==> config.mk <==
export PLATFORM = sky130hd
export DESIGN_NAME = mux_bank_reg
export DESIGN_NICKNAME = d
export VERILOG_FILES = /design/src/rtl/mux_bank_reg.sv
export SDC_FILE = /design/constraint.sdc
export NUM_CORES = 1
export LEC_CHECK = 0
export ABC_CLOCK_PERIOD_IN_PS = 2500
export CORE_MARGIN = 1.5
export CORE_UTILIZATION = 38
export DETAILED_ROUTE_END_ITERATION = 10
export PLACE_DENSITY_LB_ADDON = 0.2
export SLEW_MARGIN = 0
export SYNTH_ARGS = -nofsm -noshare
export SYNTH_HDL_FRONTEND = slang
export SYNTH_SLANG_ARGS = --single-unit
==> constraint.sdc <==
create_clock -name clk -period 2.5 [get_ports clk]
set_input_delay 0.25 -clock clk [delete_from_list [all_inputs] [get_ports clk]]
set_output_delay 0.25 -clock clk [all_outputs]
set_load 0.005 [all_outputs]
==> src/rtl/mux_bank_reg.sv <==
// mux_bank_reg: registered multi-lane source multiplexer with a valid/ready
// output stage. Each capture loads every lane of one source into y. That
// source is either the selector input (direct mode) or an internal scan
// counter that steps through the sources one capture at a time (scan mode).
//
// Optional feature: define MUX_BANK_PARITY_EN to add out_parity, a per-lane
// even-parity word that is captured alongside y.
//
// Handshake: an input transfer (capture) happens on a rising edge where
// in_valid && in_ready. An output transfer (drain) happens on a rising edge
// where out_valid && out_ready. in_ready is high whenever the output register
// is empty or is being drained in the same cycle. A capture and a drain can
// therefore occur on the same edge. y/out_src stay stable while
// out_valid && !out_ready.
module mux_bank_reg #(
    parameter  int WIDTH   = 1,
    parameter  int LANES   = 4,
    parameter  int SOURCES = 4,
    localparam int SEL_W   = $clog2(SOURCES)
) (
    input  logic                           clk,
    input  logic                           rst,
    input  logic [SOURCES*LANES*WIDTH-1:0] data_in,
    input  logic [SEL_W-1:0]               selector,
    input  logic                           mode,
    input  logic                           in_valid,
    output logic                           in_ready,
    output logic [LANES*WIDTH-1:0]         y,
    output logic [SEL_W-1:0]               out_src,
    output logic                           out_valid,
    input  logic                           out_ready
`ifdef MUX_BANK_PARITY_EN
    ,
    output logic [LANES-1:0]               out_parity
`endif
);

    logic [SEL_W-1:0]       scan_cnt;
    logic [SEL_W-1:0]       eff_src;
    logic [LANES*WIDTH-1:0] sel_word;
    logic                   capture;

    assign in_ready = !out_valid || out_ready;
    assign capture  = in_valid && in_ready;

    // Pick the effective source index and clamp out-of-range values to the last source.
    always_comb begin
        eff_src = mode ? scan_cnt : selector;
        if (int'(eff_src) > SOURCES - 1) begin
            eff_src = SEL_W'(SOURCES - 1);
        end
    end

    // Gather all lanes of the effective source; a source's lanes are contiguous in data_in.
    always_comb begin
        sel_word = '0;
        for (int s = 0; s < SOURCES; s++) begin
            if (eff_src == SEL_W'(s)) begin
                sel_word = data_in[s*LANES*WIDTH +: LANES*WIDTH];
            end
        end
    end

    // Output register: load on capture, empty on a drain without capture, hold otherwise.
    always_ff @(posedge clk or posedge rst) begin
        if (rst) begin
            y         <= '0;
            out_src   <= '0;
            out_valid <= 1'b0;
        end else if (capture) begin
            y         <= sel_word;
            out_src   <= eff_src;
            out_valid <= 1'b1;
        end else if (out_ready) begin
            out_valid <= 1'b0;
        end
    end

    // Scan counter: held at 0 outside scan mode so each scan starts at source 0.
    always_ff @(posedge clk or posedge rst) begin
        if (rst) begin
            scan_cnt <= '0;
        end else if (!mode) begin
            scan_cnt <= '0;
        end else if (capture) begin
            if (scan_cnt >= SEL_W'(SOURCES - 1)) begin
                scan_cnt <= '0;
            end else begin
                scan_cnt <= scan_cnt + SEL_W'(1);
            end
        end
    end

`ifdef MUX_BANK_PARITY_EN
    logic [LANES-1:0] sel_parity;

    // Even parity (XOR reduction) of each lane of the selected source.
    always_comb begin
        sel_parity = '0;
        for (int l = 0; l < LANES; l++) begin
            sel_parity[l] = ^sel_word[l*WIDTH +: WIDTH];
        end
    end

    // Parity register follows the same load/hold rules as y.
    always_ff @(posedge clk or posedge rst) begin
        if (rst) begin
            out_parity <= '0;
        end else if (capture) begin
            out_parity <= sel_parity;
        end
    end
`endif

endmodule

== Word level (Yosys, flattened, before mapping) ==
Index checks and enable logic that the tools add are counted.

* Logic and storage cells: 25
* Register bits: 9
* Output and inout port bits: 8

* Add/subtract/negate cells: 1
* Magnitude comparators: 1
* Equality and inequality tests: 4
* Multiplexer cells: 10
* Reduce and logical (&&, ||, !) cells: 5

{| class="wikitable"
|+ Operators by type and width
! kind !! number
|-
| two-way mux 4 bit || 4
|-
| two-way mux 2 bit || 4
|-
| equality test 2 bit, second input constant || 2
|-
| adder 2 x 1 -> 2 bit, second input constant || 1
|-
| equality test 2 x 1 -> 1 bit, second input constant || 1
|-
| >= comparator 2 bit, second input constant || 1
|-
| zero test 2 bit || 1
|-
| two-way mux 1 bit || 2
|-
| inequality test 2 x 1 -> 1 bit, second input constant || 1
|-
| nonzero test 2 bit || 1
|-
| logical AND 1 bit || 1
|-
| zero test 1 bit || 1
|-
| logical OR 1 bit || 1
|}

== Logic depth before layout (Yosys ltp) ==
Gate-level depths: netlist of run 1.

* Depth in word-level cells: 6
* Depth in mapped cells: 5
* Gate-level depth less buffers: 4

== Least setup slack after synthesis of run 1 ==
Ideal clock, no wire load.

* Path type: flip-flop to flip-flop
* From: register out_valid
* To: register y[3]
* Clock period less this slack: 1.134 ns
* Slack: 1.366 ns
* Buffers on the path: 0
* Stages on the path, launching flop included: 5
* Data arrival time: 1.000 ns
* Setup time: 0.134 ns
* Cells stage by stage: dfrtp_1 -> nand2b_2 -> nand2_1 -> nor3_2 -> a31oi_1

* Cells in the longest elaborated chain, start to end: 3

{| class="wikitable"
|+ Ends and longest elaborated chain
! item !! RTL line !! source
|-
| start: declaration || 30 || <nowiki>output logic out_valid,</nowiki>
|-
| start signal: assignment || 69 || <nowiki>out_valid <= 1'b0;</nowiki>
|-
| start signal: assignment || 73 || <nowiki>out_valid <= 1'b1;</nowiki>
|-
| start signal: assignment || 75 || <nowiki>out_valid <= 1'b0;</nowiki>
|-
| zero test 1 bit || 43 || <nowiki>assign in_ready = !out_valid || out_ready;</nowiki>
|-
| logical OR 1 bit || 43 ||
|-
| via in_ready || 27 || <nowiki>output logic in_ready,</nowiki>
|-
| logical AND 1 bit || 44 || <nowiki>assign capture = in_valid && in_ready;</nowiki>
|-
| end signal: assignment || 71 || <nowiki>y <= sel_word;</nowiki>
|-
| end: declaration || 28 || <nowiki>output logic [LANES*WIDTH-1:0] y,</nowiki>
|}

The timed path passes the listed nets, and every way through them passes these cells.
A chain may end at the register's enable or synchronous reset.

== Worst setup path in the final report of run 1 ==
* From: input out_ready
* To: output in_ready

* Cells in the longest elaborated chain, start to end: 1

{| class="wikitable"
|+ Ends and longest elaborated chain
! item !! RTL line !! source
|-
| start: declaration || 31 || <nowiki>input logic out_ready</nowiki>
|-
| logical OR 1 bit || 43 ||
|-
| end: declaration || 27 ||
|}

Every way passes these cells.

==> flow_metrics.env, run 1 <==
export IMPL_cts_setup_buffers=0
export IMPL_cts_resized=0
export IMPL_p_leak_nw=0.342
export IMPL_first_pass_iters=4
export IMPL_grt_max_degree=11
export IMPL_io_buffers=30
export IMPL_critPathSlowestCell="clkdlybuf4s50_1"
export IMPL_nNetsFinal=109
export IMPL_synth_ff_type="dfrtp_1"
export IMPL_placed_cells=96
export IMPL_synthesis_nets=75
export IMPL_netlist_top_cells_count="dfrtp_1, nand2_1, a22oi_1, a31oi_1, o22ai_1"
export IMPL_overflow=0
export IMPL_holdBufCountCts=0
export IMPL_clock_sinks=9
export IMPL_dp_hpwl_um=959
export IMPL_ios=31
export IMPL_antenna_found_initial=0
export IMPL_critPathMostFrequentCell="clkdlybuf4s50_1"
export IMPL_muxShareOfSynthArea=0.0413
export IMPL_relSlewSlack=0.748
export IMPL_switching_share=0.261
export IMPL_gp_congestion=0.702
export IMPL_syn_inst=52
export IMPL_crit_family="buffers and inverters"
export IMPL_yosys_area_share_simple=0.228
export IMPL_synth_fa_ha_area_frac=0
export IMPL_cpPeakStageDelay_ps=520
export IMPL_critPathLaunchType="input port"
export IMPL_p_int_mw=0.319
export IMPL_yosysWarnings=0
export IMPL_seq_area_frac_synth=0.437
export IMPL_wirelength_um=1190
export IMPL_vias=508
export IMPL_reg2reg_depth=4
export IMPL_cts_buffers=3
export IMPL_areaGrowthSynthToFinish_pct=64.8
export IMPL_hp_class="in -> async"
export IMPL_regArea_um2=225
export IMPL_row_count=13
export IMPL_path_depth=3
export IMPL_n_fill_cell=114
export IMPL_setup_viol=0
export IMPL_multi_input_area_um2=275
export IMPL_synth_distinct_cells=22
export IMPL_path_cells="clkdlybuf4s50_1 -> nand2b_2 -> clkdlybuf4s50_1"
export IMPL_cp_data_required_time_ps=2250
export IMPL_p_per_area_mw_per_mm2=508
export IMPL_dr_first_iter_drc_count=12
export IMPL_tightest_slew_ps=374
export IMPL_synth_area_top_cells="dfrtp_1, nand2_1, a22oi_1, a31oi_1, o22ai_1"
export IMPL_vdd_drop_max_uv=262
export IMPL_synth_top_family_by_area="compound AO/OA/AOI/OAI gates"
export IMPL_post_route_period_util=0.656
export IMPL_drc_errors=0
export IMPL_period_minus_slack_ps=1640
export IMPL_instances_no_fill=100
export IMPL_p_sw_mw=0.113
export IMPL_cts_tree="yes"
export IMPL_grt_pass1_wl_um=1950
export IMPL_rsz0062_at_grt="no"
export IMPL_grt_use_total=0.191
export IMPL_synth_xor_area_share=0.0340
export IMPL_critPathArrivalTime_ps=1390
export IMPL_endpoint_kind="primary output"
export IMPL_final_layout_size_suffix_gt1_frac=0.0941
export IMPL_cap_violations=0
export IMPL_max_freq_mhz=610
export IMPL_synth_edff_count=0
export IMPL_netlist_area_um2=515
export IMPL_comb_power_share=0.322
export IMPL_floorplan_die_area_mm2=0.00159
export IMPL_synth_top_cell_area_share=0.437
export IMPL_start_util=0.401
export IMPL_synthArstFlopShare=1.00
export IMPL_r2r_start="out_valid"
export IMPL_synth_seq_cells=9
export IMPL_r2r_slack_ps=1240
export IMPL_run_status="completed"
export IMPL_clk_path_buf_depth=2
export IMPL_clk_pin_slew_ps=70
export IMPL_path_class="in -> out"
export IMPL_avgSynthCellArea_um2=9.91
export IMPL_cts_max_level=1
export IMPL_fin_tns_setup_ps=0
export IMPL_fin_skew_ps=9.71
export IMPL_n_antenna_cell=0
export IMPL_clockPowerShare=0.257
export IMPL_clock_root_buffer="clkbuf_4"
export IMPL_clk_latency_ps=260
export IMPL_drv_slew=0
export IMPL_die_w_um=39.8
export IMPL_grt_pass1_vias=447
export IMPL_viasPerCell=5.08
export IMPL_p_seq_frac=0.421
export IMPL_hold_violations=0
export IMPL_ant_nets=0
export IMPL_r2r_end="y[3]"
export IMPL_die_y_um=39.8
export IMPL_synth_top_area_cell="dfrtp_1"
export IMPL_synth_compound_area_frac=0.231
export IMPL_critPathMaxFanout=6
export IMPL_path_buf_inv=2
export IMPL_wl_per_cell_um=11.9
export IMPL_fp_coreArea_mm2=0.00128
## per-layer routing
| metal | vias to the layer above | GRT usage | wire length [um] |
|---|---|---|---|
| met5 | - | 0 | 0 |
| met4 | 0 | 0.103 | 16 |
| met3 | 2 | 0.0341 | 58 |
| met2 | 22 | 0.279 | 519 |
| met1 | 223 | 0.262 | 597 |
| li1 | 261 | - | - |
## how the worst max path moves through the flow
stage / startpoint / to
3_3_place_gp: mode / y[1]
4_1_cts: out_ready / in_ready
3_5_place_dp: mode / y[1]
2_1_floorplan: out_valid / y[3]
5_1_grt: out_ready / in_ready
6_report: out_ready / in_ready
## worst register-to-register path, stage by stage, from the launching register on
cell and delay [ps]:
dfrtp_1 390, nand2b_2 130, nand2_1 170, nor3_2 330, a31oi_1 130
## cell families after synthesis
logic type,after synthesis
mux,2
simple gates,21
buf+inv,2
flops,9
compound gates,16
xor+xnor,2
## per-stage QoR
stage | power (mW) | util | instance area [um^2] | hold WS (ps) | setup slack [ps]
5_1_grt | 0.462 | 0.661 | 850 | 295 | 824
2_1_floorplan | 0.239 | - | 515 | 77.9 | 1370
6_report | 0.432 | 0.661 | 850 | 249 | 860
3_3_place_gp | 0.321 | 0.641 | 823 | 462 | 814
4_1_cts | 0.435 | 0.661 | 850 | 256 | 858
3_5_place_dp | 0.325 | 0.641 | 823 | 477 | 767
## area by class of cell
class / instances / area share
inverter: 1 / 0.00442
sequential: 9 / 0.265
tap: 15 / 0.0221
timing repair buffer: 30 / 0.353
multi-input combinational: 41 / 0.324
clock buffer: 4 / 0.0309
## sequential cells by signal, indices dropped and copies added, names as in the netlist
name / cells
out_valid: 1
scan_cnt: 2
y: 4
out_src: 2
## cell usage in the layout, fill, tap and decap left out, drive strengths merged
| cell type | instances |
|---|---|
| nor3 | 1 |
| dfrtp | 9 |
| and3 | 1 |
| nand3 | 1 |
| inv | 1 |
| and3b | 1 |
| and2 | 3 |
| clkdlybuf4s50 | 30 |
| o22ai | 4 |
| nand3b | 1 |
| o21ai | 2 |
| o211ai | 1 |
| mux2i | 1 |
| mux2 | 1 |
| o32ai | 1 |
| nand2 | 9 |
| a22oi | 4 |
| clkbuf | 4 |
| xnor2 | 2 |
| nand2b | 4 |
| a31oi | 4 |
## power groups by stage
stage                     registers, mW  logic, mW  clock network (mW)
after floorplan                   0.183     0.0556                   0
after global placement            0.183      0.138                   0
after detailed placement          0.184      0.140                   0
after CTS                         0.182      0.141               0.113
after global routing              0.185      0.157               0.120
final                             0.182      0.139               0.111
No activity file was read; power rests on OpenSTA's default activity.
==> run 2: changes to the inputs <==
Settings changed: ABC_CLOCK_PERIOD_IN_PS 2500 to 1440, CORE_UTILIZATION 38 to 32.
Clock period 2.5 ns to 1.44 ns, I/O delays scaled along.
==> run 2 against run 1 <==
  * Die area up 17%
  * Clock power grew 76%
  * Core utilization decreased by 7.0 points
  * Via count rose by 7.3%
  * Critical path type is now in -> reg
  * Critical endpoint is now y[3]
  * Largest cell class unchanged
==> flow_metrics.env, run 2 (synthesis results as in run 1) <==
export IMPL_cts_tree="yes"
export IMPL_cp_data_required_time_ps=1620
export IMPL_hold_violations=0
export IMPL_run_status="completed"
export IMPL_n_antenna_cell=0
export IMPL_p_sw_mw=0.199
export IMPL_relSlewSlack=0.735
export IMPL_clk_pin_slew_ps=60
export IMPL_path_class="in -> reg"
export IMPL_vias=545
export IMPL_p_leak_nw=0.371
export IMPL_final_layout_size_suffix_gt1_frac=0.144
export IMPL_finalPower_mw=0.763
export IMPL_clockPowerShare=0.256
export IMPL_clk_path_buf_depth=2
export IMPL_period_minus_slack_ps=1330
export IMPL_endpoint_kind="flop"
export IMPL_fin_skew_ps=2.76
export IMPL_r2r_end="y[3]"
export IMPL_grt_max_degree=10
export IMPL_largestRegisters="y: 4 flops, out_src: 2 flops, scan_cnt: 2 flops"
export IMPL_cts_setup_buffers=0
export IMPL_tightest_slew_ps=393
export IMPL_reg2reg_depth=4
export IMPL_viasPerCell=5.14
export IMPL_gp_congestion=0.727
export IMPL_post_route_period_util=0.926
export IMPL_start_util=0.342
export IMPL_cts_max_level=1
export IMPL_clock_root_buffer="clkbuf_4"
export IMPL_critPathLaunchType="input port"
export IMPL_r2r_start="scan_cnt[1]"
export IMPL_setup_viol=0
export IMPL_r2r_slack_ps=160
export IMPL_cap_violations=0
export IMPL_grt_pass1_wl_um=2170
export IMPL_cts_buffers=3
export IMPL_largest_reg_flops=4
export IMPL_grt_use_total=0.160
export IMPL_n_fill_cell=155
export IMPL_die_y_um=43.1
export IMPL_dr_first_iter_drc_count=7
export IMPL_drc_errors=0
export IMPL_final_common_cell="clkdlybuf4s50_1"
export IMPL_nNetsFinal=114
export IMPL_vdd_drop_max_uv=363
export IMPL_p_seq_frac=0.412
export IMPL_layout_common_cells="clkdlybuf4s50_1, nand2_1, dfrtp_1"
export IMPL_overflow=0
export IMPL_critPathMaxFanout=8
export IMPL_rsz0062_at_grt="no"
export IMPL_switching_share=0.261
export IMPL_max_freq_mhz=750
export IMPL_drv_slew=0
export IMPL_row_count=14
export IMPL_clock_sinks=9
export IMPL_ant_nets=0
export IMPL_grt_pass1_vias=499
export IMPL_hp_class="in -> async"
export IMPL_comb_power_share=0.332
export IMPL_dp_hpwl_um=1050
export IMPL_io_buffers=30
export IMPL_first_pass_iters=4
export IMPL_wirelength_um=1270
export IMPL_areaGrowthSynthToFinish_pct=72.8
export IMPL_multi_input_area_um2=275
export IMPL_clk_latency_ps=260
export IMPL_ios=31
export IMPL_die_w_um=43.1
export IMPL_floorplan_die_area_mm2=0.00186
export IMPL_p_per_area_mw_per_mm2=857
export IMPL_fp_coreArea_mm2=0.00151
export IMPL_critPathArrivalTime_ps=1510
export IMPL_p_int_mw=0.564
export IMPL_top_register="y"
export IMPL_wl_per_cell_um=12.0
export IMPL_whs_ps=135
export IMPL_antenna_found_initial=0
export IMPL_regArea_um2=225
[run 2: cell count changes in the layout (fill, tap and decap cells not counted)]
cell / previous run / this run
buf_4: 0 / 5
dlymetal6s2s_1: 0 / 1
clkdlybuf4s50_1: 30 / 29
[run 2: metal layers]
metal  vias to the layer above  GRT usage  routed length, um
met5                         -          0                  0
met4                         0      0.127                 29
met3                         2     0.0255                 97
met2                        28      0.227                589
met1                       246      0.212                556
li1                        269          -                  -
[run 2: layout make-up]
| class | instances | share of cell area |
|---|---|---|
| Inverter | 1 | 0.00421 |
| Clock buffer | 4 | 0.0295 |
| Multi-Input combinational cell | 41 | 0.309 |
| Tap cell | 16 | 0.0225 |
| Timing Repair Buffer | 35 | 0.382 |
| Sequential cell | 9 | 0.253 |
[run 2: power groups by stage]
stage / sequential (mW) / combinational [mW] / clock [mW]
2_1_floorplan: 0.319 / 0.0965 / 0
3_3_place_gp: 0.318 / 0.254 / 0
3_5_place_dp: 0.319 / 0.257 / 0
4_1_cts: 0.315 / 0.258 / 0.198
5_1_grt: 0.319 / 0.274 / 0.220
6_report: 0.315 / 0.253 / 0.195
[run 2: worst max-delay path, cell delays in order]
cell and delay [ps]:
clkdlybuf4s50_1 610, and3b_1 250, o211ai_2 210, o22ai_1 120, a31oi_1 170
[run 2: what timing repair did]
action	CTS	global route
hold buffers	0	0
setup endpoints to repair	0	1
resized for setup	0	1
[run 2: worst max-delay path by stage]
| stage | endpoint | cells after the start | from | slack [ps] |
|---|---|---|---|---|
| 2_1_floorplan | y[3] | 4 | out_valid | 310 |
| 3_3_place_gp | y[0] | 5 | selector[0] | -90 |
| 6_report | y[3] | 5 | mode | 110 |
| 4_1_cts | in_ready | 2 | out_valid | 10 |
| 5_1_grt | y[0] | 5 | mode | 20 |
| 3_5_place_dp | y[3] | 5 | mode | -150 |
[run 2: through the flow]
| stage | utilization | setup slack (ps) | instance area, um^2 | TNS (ps) | instances |
|---|---|---|---|---|---|
| after floorplan | - | 306 | 515 | 0 | 52 |
| after global placement | 0.572 | -91.3 | 862 | -336 | 102 |
| after detailed placement | 0.572 | -152 | 862 | -489 | 102 |
| after CTS | 0.590 | 13.0 | 888 | 0 | 106 |
| after global routing | 0.591 | 16.2 | 891 | 0 | 106 |
| final | 0.591 | 106 | 891 | 0 | 106 |
